`config.mk`:
```
export PLATFORM = sky130hd
export DESIGN_NAME = vic_wbi
export DESIGN_NICKNAME = d
export VERILOG_FILES = /design/src/rtl/vic_pkg.sv /design/src/rtl/vic_prio_enc.sv /design/src/rtl/vic_wbi.sv
export SDC_FILE = /design/constraint.sdc
export NUM_CORES = 1
export LEC_CHECK = 0
export ABC_AREA = 1
export BUFFER_PORTS_ARGS = -buffer_cell sky130_fd_sc_hd__clkbuf_2
export CAP_MARGIN = 10
export CORE_ASPECT_RATIO = 1.4
export CORE_MARGIN = 2
export CORE_UTILIZATION = 30
export CTS_CLUSTER_DIAMETER = 200
export DETAILED_ROUTE_END_ITERATION = 7
export GPL_TIMING_DRIVEN = 0
export PLACE_DENSITY = 0.7
export RECOVER_POWER = 50
export SETUP_SLACK_MARGIN = 0.1
export SKIP_CTS_REPAIR_TIMING = 1
export SLEW_MARGIN = 25
export SYNTH_ARGS = -nofsm -noshare
export SYNTH_HDL_FRONTEND = slang
export SYNTH_SLANG_ARGS = --single-unit
```
`constraint.sdc`:
```
create_clock -name wb_clk_i -period 1.31 [get_ports wb_clk_i]
set_input_delay 0.0655 -clock wb_clk_i [delete_from_list [all_inputs] [get_ports wb_clk_i]]
set_output_delay 0.0655 -clock wb_clk_i [all_outputs]
set_load 0.01 [all_outputs]
```
`src/rtl/vic_pkg.sv`:
```
// Shared definitions for the vectored interrupt controller: handshake state
// encoding, vector width, default passive vector and an index-width helper.
package vic_pkg;

  typedef enum logic [1:0] {
    IDLE    = 2'd0,
    ACK     = 2'd1,
    HOLD    = 2'd2,
    RECOVER = 2'd3
  } vic_state_t;

  localparam int VEC_W = 16;

  localparam logic [VEC_W-1:0] VEC_NONE_DEF = 16'o000000;

  // Width of a channel index; a single channel still needs one bit.
  function automatic int idx_width(input int n);
    return (n > 1) ? $clog2(n) : 1;
  endfunction

endpackage

```
`src/rtl/vic_prio_enc.sv`:
```
// Fixed-priority encoder: reports whether any request is set and the lowest
// set index, so channel 0 always wins over higher-numbered channels.
module vic_prio_enc
  import vic_pkg::*;
#(
  parameter int N = 4
) (
  input  logic [N-1:0]              req,
  output logic                      valid,
  output logic [idx_width(N)-1:0]   idx
);

  localparam int IW = idx_width(N);

  // Scan from the top down so the last hit (lowest index) is the one kept.
  always_comb begin
    valid = |req;
    idx   = '0;
    for (int i = N - 1; i >= 0; i--) begin
      if (req[i]) begin
        idx = IW'(i);
      end
    end
  end

endmodule

```
`src/rtl/vic_wbi.sv`:
```
// Vectored interrupt controller, responder side of the CPU vector handshake.
// Gathers enabled level requests into virq, and on the CPU strobe latches the
// winning channel's vector, pulses that channel's acknowledge and completes
// the iack handshake before re-arming.
module vic_wbi
  import vic_pkg::*;
#(
  parameter int               N        = 4,
  parameter logic [VEC_W-1:0] VEC_NONE = VEC_NONE_DEF
) (
  input  logic                 wb_clk_i,
  input  logic                 wb_rst_i,
  input  logic [N-1:0]         irq_i,
  input  logic [N-1:0]         irq_en_i,
  input  logic [VEC_W*N-1:0]   ch_vec_i,
  output logic [N-1:0]         irq_ack_o,
  output logic                 virq_o,
  input  logic                 istb_i,
  output logic [VEC_W-1:0]     ivec_o,
  output logic                 iack_o
);

  localparam int IW = idx_width(N);

  vic_state_t         state, state_n;
  logic [N-1:0]       pend;
  logic               enc_valid;
  logic [IW-1:0]      enc_idx;
  logic [IW-1:0]      winner, winner_n;
  logic [VEC_W-1:0]   sel_vec;
  logic [N-1:0]       sel_onehot;
  logic               virq_n;
  logic               iack_n;
  logic [N-1:0]       irq_ack_n;
  logic [VEC_W-1:0]   ivec_n;

  assign pend = irq_i & irq_en_i;

  vic_prio_enc #(
    .N (N)
  ) u_prio_enc (
    .req   (pend),
    .valid (enc_valid),
    .idx   (enc_idx)
  );

  // Vector mux and one-hot acknowledge for the channel the encoder picked.
  always_comb begin
    sel_vec    = '0;
    sel_onehot = '0;
    for (int k = 0; k < N; k++) begin
      if (enc_idx == IW'(k)) begin
        sel_vec       = ch_vec_i[VEC_W*k +: VEC_W];
        sel_onehot[k] = 1'b1;
      end
    end
  end

  // Next-state and next-output logic; every output is registered below.
  always_comb begin
    state_n   = state;
    winner_n  = winner;
    ivec_n    = ivec_o;
    iack_n    = iack_o;
    virq_n    = 1'b0;
    irq_ack_n = '0;
    unique case (state)
      IDLE: begin
        virq_n = |pend;
        if (istb_i) begin
          virq_n  = 1'b0;
          state_n = ACK;
          if (enc_valid) begin
            winner_n  = enc_idx;
            ivec_n    = sel_vec;
            irq_ack_n = sel_onehot;
          end else begin
            ivec_n = VEC_NONE;
          end
        end
      end
      ACK: begin
        iack_n  = 1'b1;
        state_n = HOLD;
      end
      HOLD: begin
        iack_n = 1'b1;
        if (!istb_i) begin
          iack_n  = 1'b0;
          state_n = RECOVER;
        end
      end
      RECOVER: begin
        state_n = IDLE;
      end
      default: begin
        state_n = IDLE;
      end
    endcase
  end

  // State and output registers; reset drops the handshake immediately.
  always_ff @(posedge wb_clk_i or posedge wb_rst_i) begin
    if (wb_rst_i) begin
      state     <= IDLE;
      winner    <= '0;
      virq_o    <= 1'b0;
      iack_o    <= 1'b0;
      irq_ack_o <= '0;
      ivec_o    <= '0;
    end else begin
      state     <= state_n;
      winner    <= winner_n;
      virq_o    <= virq_n;
      iack_o    <= iack_n;
      irq_ack_o <= irq_ack_n;
      ivec_o    <= ivec_n;
    end
  end

endmodule

```
==> impl_metrics.sql <==
INSERT INTO impl_metrics (metric_group, metric, value, unit) VALUES
('global_routing', 'first_global_vias', '1634', ''),
('synthesis', 'number_of_distinct_standard_cells_referenced_by_the_synthesized_netlist', '22', ''),
('synthesis', 'yosys_most_used_dff', 'sky130_fd_sc_hd__dfrtp_1', ''),
('synthesis', 'ys_top_cells_by_area', 'sky130_fd_sc_hd__dfrtp_1, sky130_fd_sc_hd__nand2_1, sky130_fd_sc_hd__nand3_1, sky130_fd_sc_hd__nor2_1, sky130_fd_sc_hd__a21oi_1', ''),
('detailed_routing', 'vias', '1820', ''),
('hold_path', 'hold_path.startpoint', 'ch_vec_i[16]', ''),
('floorplan', 'starting_density', '31.0', '%'),
('detailed_routing', 'drt-met1-wl', '1980', 'um'),
('critical_path', 'timing.critical_path.to_type', 'register', ''),
('timing', 'skew', '0.00524', 'ns'),
('synthesis', 'yosysTopAreaCellShare', '40.1', '%'),
('detailed_routing', 'dr.pass1.iters', '4', ''),
('pwr', 'total_leakage_power', '1.30', 'nW'),
('timing', 'timing_hold_violations_final', '0', ''),
('synthesis', 'synth.yosys.warnings', '0', ''),
('timing', 'worst-slew-pin-transition', '0.523', 'ns'),
('global_routing', 'grt_first_pass_wirelength', '7770', 'um'),
('final_layout', 'layout.core_utilization', '47.0', '%'),
('pwr', 'power_density', '1350', 'nW/um^2'),
('critical_path', 'rr_startpoint', 'state[1]$_DFFE_PP0P_', ''),
('detailed_routing', 'wire_per_inst', '12.7', 'um'),
('cts', 'clock_latency', '0.26', 'ns'),
('outcome', 'outcome', 'finished clean', ''),
('critical_path', 'timing.reg2reg.setup_slack', '0.05', 'ns'),
('cts', 'path_clk_slew', '0.08', 'ns'),
('place', 'port_buffers', '96', ''),
('detailed_routing', 'routed_via_density', '4.63', ''),
('timing', 'relSlewSlack', '65.1', '%'),
('critical_path', 'reg2regPathDepth', '9', ''),
('final_layout', 'nets', '408', ''),
('final_layout', 'layout-drive-gt1-share', '40.1', '%'),
('critical_path', 'cp_slowest_cell', 'sky130_fd_sc_hd__dfrtp_1', ''),
('critical_path', 'required_time_worst_endpoint', '1.51', 'ns'),
('synthesis', 'synthesis.nets', '299', ''),
('timing', 'final_max_slew_viol_count', '0', ''),
('timing', 'fmax_achieved', '795', 'MHz'),
('global_routing', 'grt_use_total', '17.7', '%'),
('final_layout', 'insertedDiodeCount', '0', ''),
('cts', 'cts_inserted_buffers', '3', ''),
('synthesis', 'ys_top_cells_by_count', 'sky130_fd_sc_hd__nand2_1, sky130_fd_sc_hd__nor2_1, sky130_fd_sc_hd__nand3_1', ''),
('cts', 'tritoncts', 'built', ''),
('synthesis', 'ys_ff_latch', '24', ''),
('detailed_routing', 'wl_met3', '330', 'um'),
('critical_path', 'worstPathArrival', '1.46', 'ns'),
('critical_path', 'worst_setup_path_start_kind', 'register', ''),
('place', 'placed_cells', '382', ''),
('critical_path', 'worst_path_most_repeated_cell', 'sky130_fd_sc_hd__nand2_1', ''),
('global_routing', 'grt_max_degree', '25', ''),
('global_routing', 'overflow', '0', ''),
('floorplan', 'floorplan.die_area', '5590', 'sq um'),
('final_layout', 'flow.area_growth_from_synthesis', '51.9', '%'),
('final_layout', 'instances_no_fill', '393', ''),
('timing', 'finalSetupViolations', '0', ''),
('detailed_routing', 'remaining_drc_errors', '0', ''),
('critical_path', 'critical-path-max-stage-delay', '0.40', 'ns'),
('timing', 'final_period_utilization', '96.0', '%'),
('cts', 'cts_sinks', '24', ''),
('floorplan', 'number_of_cell_rows', '30', ''),
('pwr', 'peakVddDrop', '0.781', 'mV'),
('synthesis', 'synthMostInstantiatedCell', 'sky130_fd_sc_hd__nand2_1', ''),
('critical_path', 'cp_cell_sequence', 'inv_2 -> ha_4 -> nand2_4 -> inv_4 -> nand2_8 -> clkbuf_16 -> nor2_2 -> nand2_1 -> nand2_1', ''),
('place', 'place_hpwl', '3860', 'um'),
('synthesis', 'syn_avg_cell_area', '6.75', 'sq um'),
('synthesis', 'number_of_enable_type_register_cells_in_the_synthesized_netlist', '0', ''),
('run', 'drv.max_cap_violation_count', '0', ''),
('critical_path', 'worstSetupPathType', 'register to register', ''),
('detailed_routing', 'detail_route.iter0.violations', '78', ''),
('synthesis', 'asyncSetResetFlopFracSynth', '100', '%'),
('hold_path', 'hold_path.class', 'primary input to register', ''),
('floorplan', 'top_level_ports', '97', ''),
('floorplan', 'floorplan_die_height', '87.6', 'um');
==> report_power, final <==
| group | total, mW | leakage [nW] | internal, mW | switching [mW] |
|---|---|---|---|---|
| logic | 1.53 | 0.964 | 0.697 | 0.837 |
| clock network | 0.436 | 0.0216 | 0.206 | 0.231 |
| registers | 1.10 | 0.310 | 0.979 | 0.123 |
| total | 3.07 | 1.30 | 1.88 | 1.19 |
==> logic make-up after synthesis <==
| logic type | Yosys count | synth area share, % |
|---|---|---|
| AO/OA/AOI/OAI | 20 | 7.01 |
| adder cells (fa/ha/maj) | 2 | 1.67 |
| buffers and inverters | 19 | 5.84 |
| AND/OR/NAND/NOR | 157 | 45.4 |
| flip-flops | 24 | 40.1 |
==> worst max-delay path: cells and delay by family, from the launching register on <==
kind	cells	cell delay [ns]
adders and majority gates	1	0.16
buffers and inverters	3	0.33
DFF	1	0.40
and+or+nand+nor	5	0.30
==> layout by cell type, fill, tap and decap left out <==
cell type	instances
sky130_fd_sc_hd__ha_2	1
sky130_fd_sc_hd__nand2_4	2
sky130_fd_sc_hd__a21oi_1	17
sky130_fd_sc_hd__nand3_1	32
sky130_fd_sc_hd__nor2_4	5
sky130_fd_sc_hd__clkbuf_1	12
sky130_fd_sc_hd__dlygate4sd3_1	1
sky130_fd_sc_hd__a21oi_2	1
sky130_fd_sc_hd__nor2_2	5
sky130_fd_sc_hd__nor3_1	1
sky130_fd_sc_hd__nand2_1	72
sky130_fd_sc_hd__inv_2	4
sky130_fd_sc_hd__nand4_1	1
sky130_fd_sc_hd__inv_1	5
sky130_fd_sc_hd__buf_6	1
sky130_fd_sc_hd__clkbuf_16	1
sky130_fd_sc_hd__o21ai_2	1
sky130_fd_sc_hd__buf_8	2
sky130_fd_sc_hd__nand2_8	1
sky130_fd_sc_hd__dfrtp_1	24
sky130_fd_sc_hd__nand4_2	1
sky130_fd_sc_hd__ha_4	1
sky130_fd_sc_hd__buf_2	3
sky130_fd_sc_hd__inv_4	1
sky130_fd_sc_hd__buf_4	9
sky130_fd_sc_hd__clkbuf_2	84
sky130_fd_sc_hd__clkbuf_8	3
sky130_fd_sc_hd__nand2_2	5
sky130_fd_sc_hd__nand3_2	1
sky130_fd_sc_hd__a31oi_1	1
sky130_fd_sc_hd__nor2_1	31
==> how the worst min path moves through the flow <==
stage	to	slack [ns]	cells past startpoint
2_1_floorplan	iack_o$_DFFE_PP0P_	0.08	1
3_3_place_gp	irq_ack_o[3]$_DFF_PP0_	0.31	2
3_5_place_dp	ivec_o[6]$_DFFE_PP0P_	0.32	2
4_1_cts	irq_ack_o[3]$_DFF_PP0_	0.03	2
5_1_grt	irq_ack_o[2]$_DFF_PP0_	0.14	3
6_report	ivec_o[0]$_DFFE_PP0P_	0.12	5
==> routing by layer <==
layer	track usage, %	vias to the layer above
met3	2.96	0
li1	-	927
met4	2.37	0
met1	20.1	815
met2	35.0	78
met5	0	-
==> sequential cells by signal (all words and copies together) (netlist names) <==
name / flops
state: 2
virq_o: 1
ivec_o: 16
iack_o: 1
irq_ack_o: 4
==> metrics by stage <==
step | hold WS, ns | setup WS [ns] | power, mW | cell area [sq um] | setup TNS (ns)
6_report | 0.119 | 0.0517 | 3.07 | 2280 | 0
3_3_place_gp | 0.309 | -0.0278 | 2.35 | 2080 | -0.103
2_1_floorplan | 0.0801 | 0.113 | 1.86 | 1520 | 0
3_5_place_dp | 0.321 | -0.0554 | 2.39 | 2080 | -0.433
5_1_grt | 0.138 | -0.0310 | 3.33 | 2280 | -0.111
4_1_cts | 0.0285 | -0.0770 | 2.84 | 2120 | -0.653
==> layout make-up <==
| class | count | area (sq um) |
|---|---|---|
| Inverter | 10 | 40.0 |
| Tap cell | 64 | 80.1 |
| Timing Repair Buffer | 104 | 546 |
| Multi-Input combinational cell | 179 | 891 |
| Fill cell | 501 | 2560 |
| Buffer | 9 | 78.8 |
| Sequential cell | 24 | 601 |
| Clock buffer | 3 | 41.3 |
Note: power is estimated with default switching activity, not from simulation.
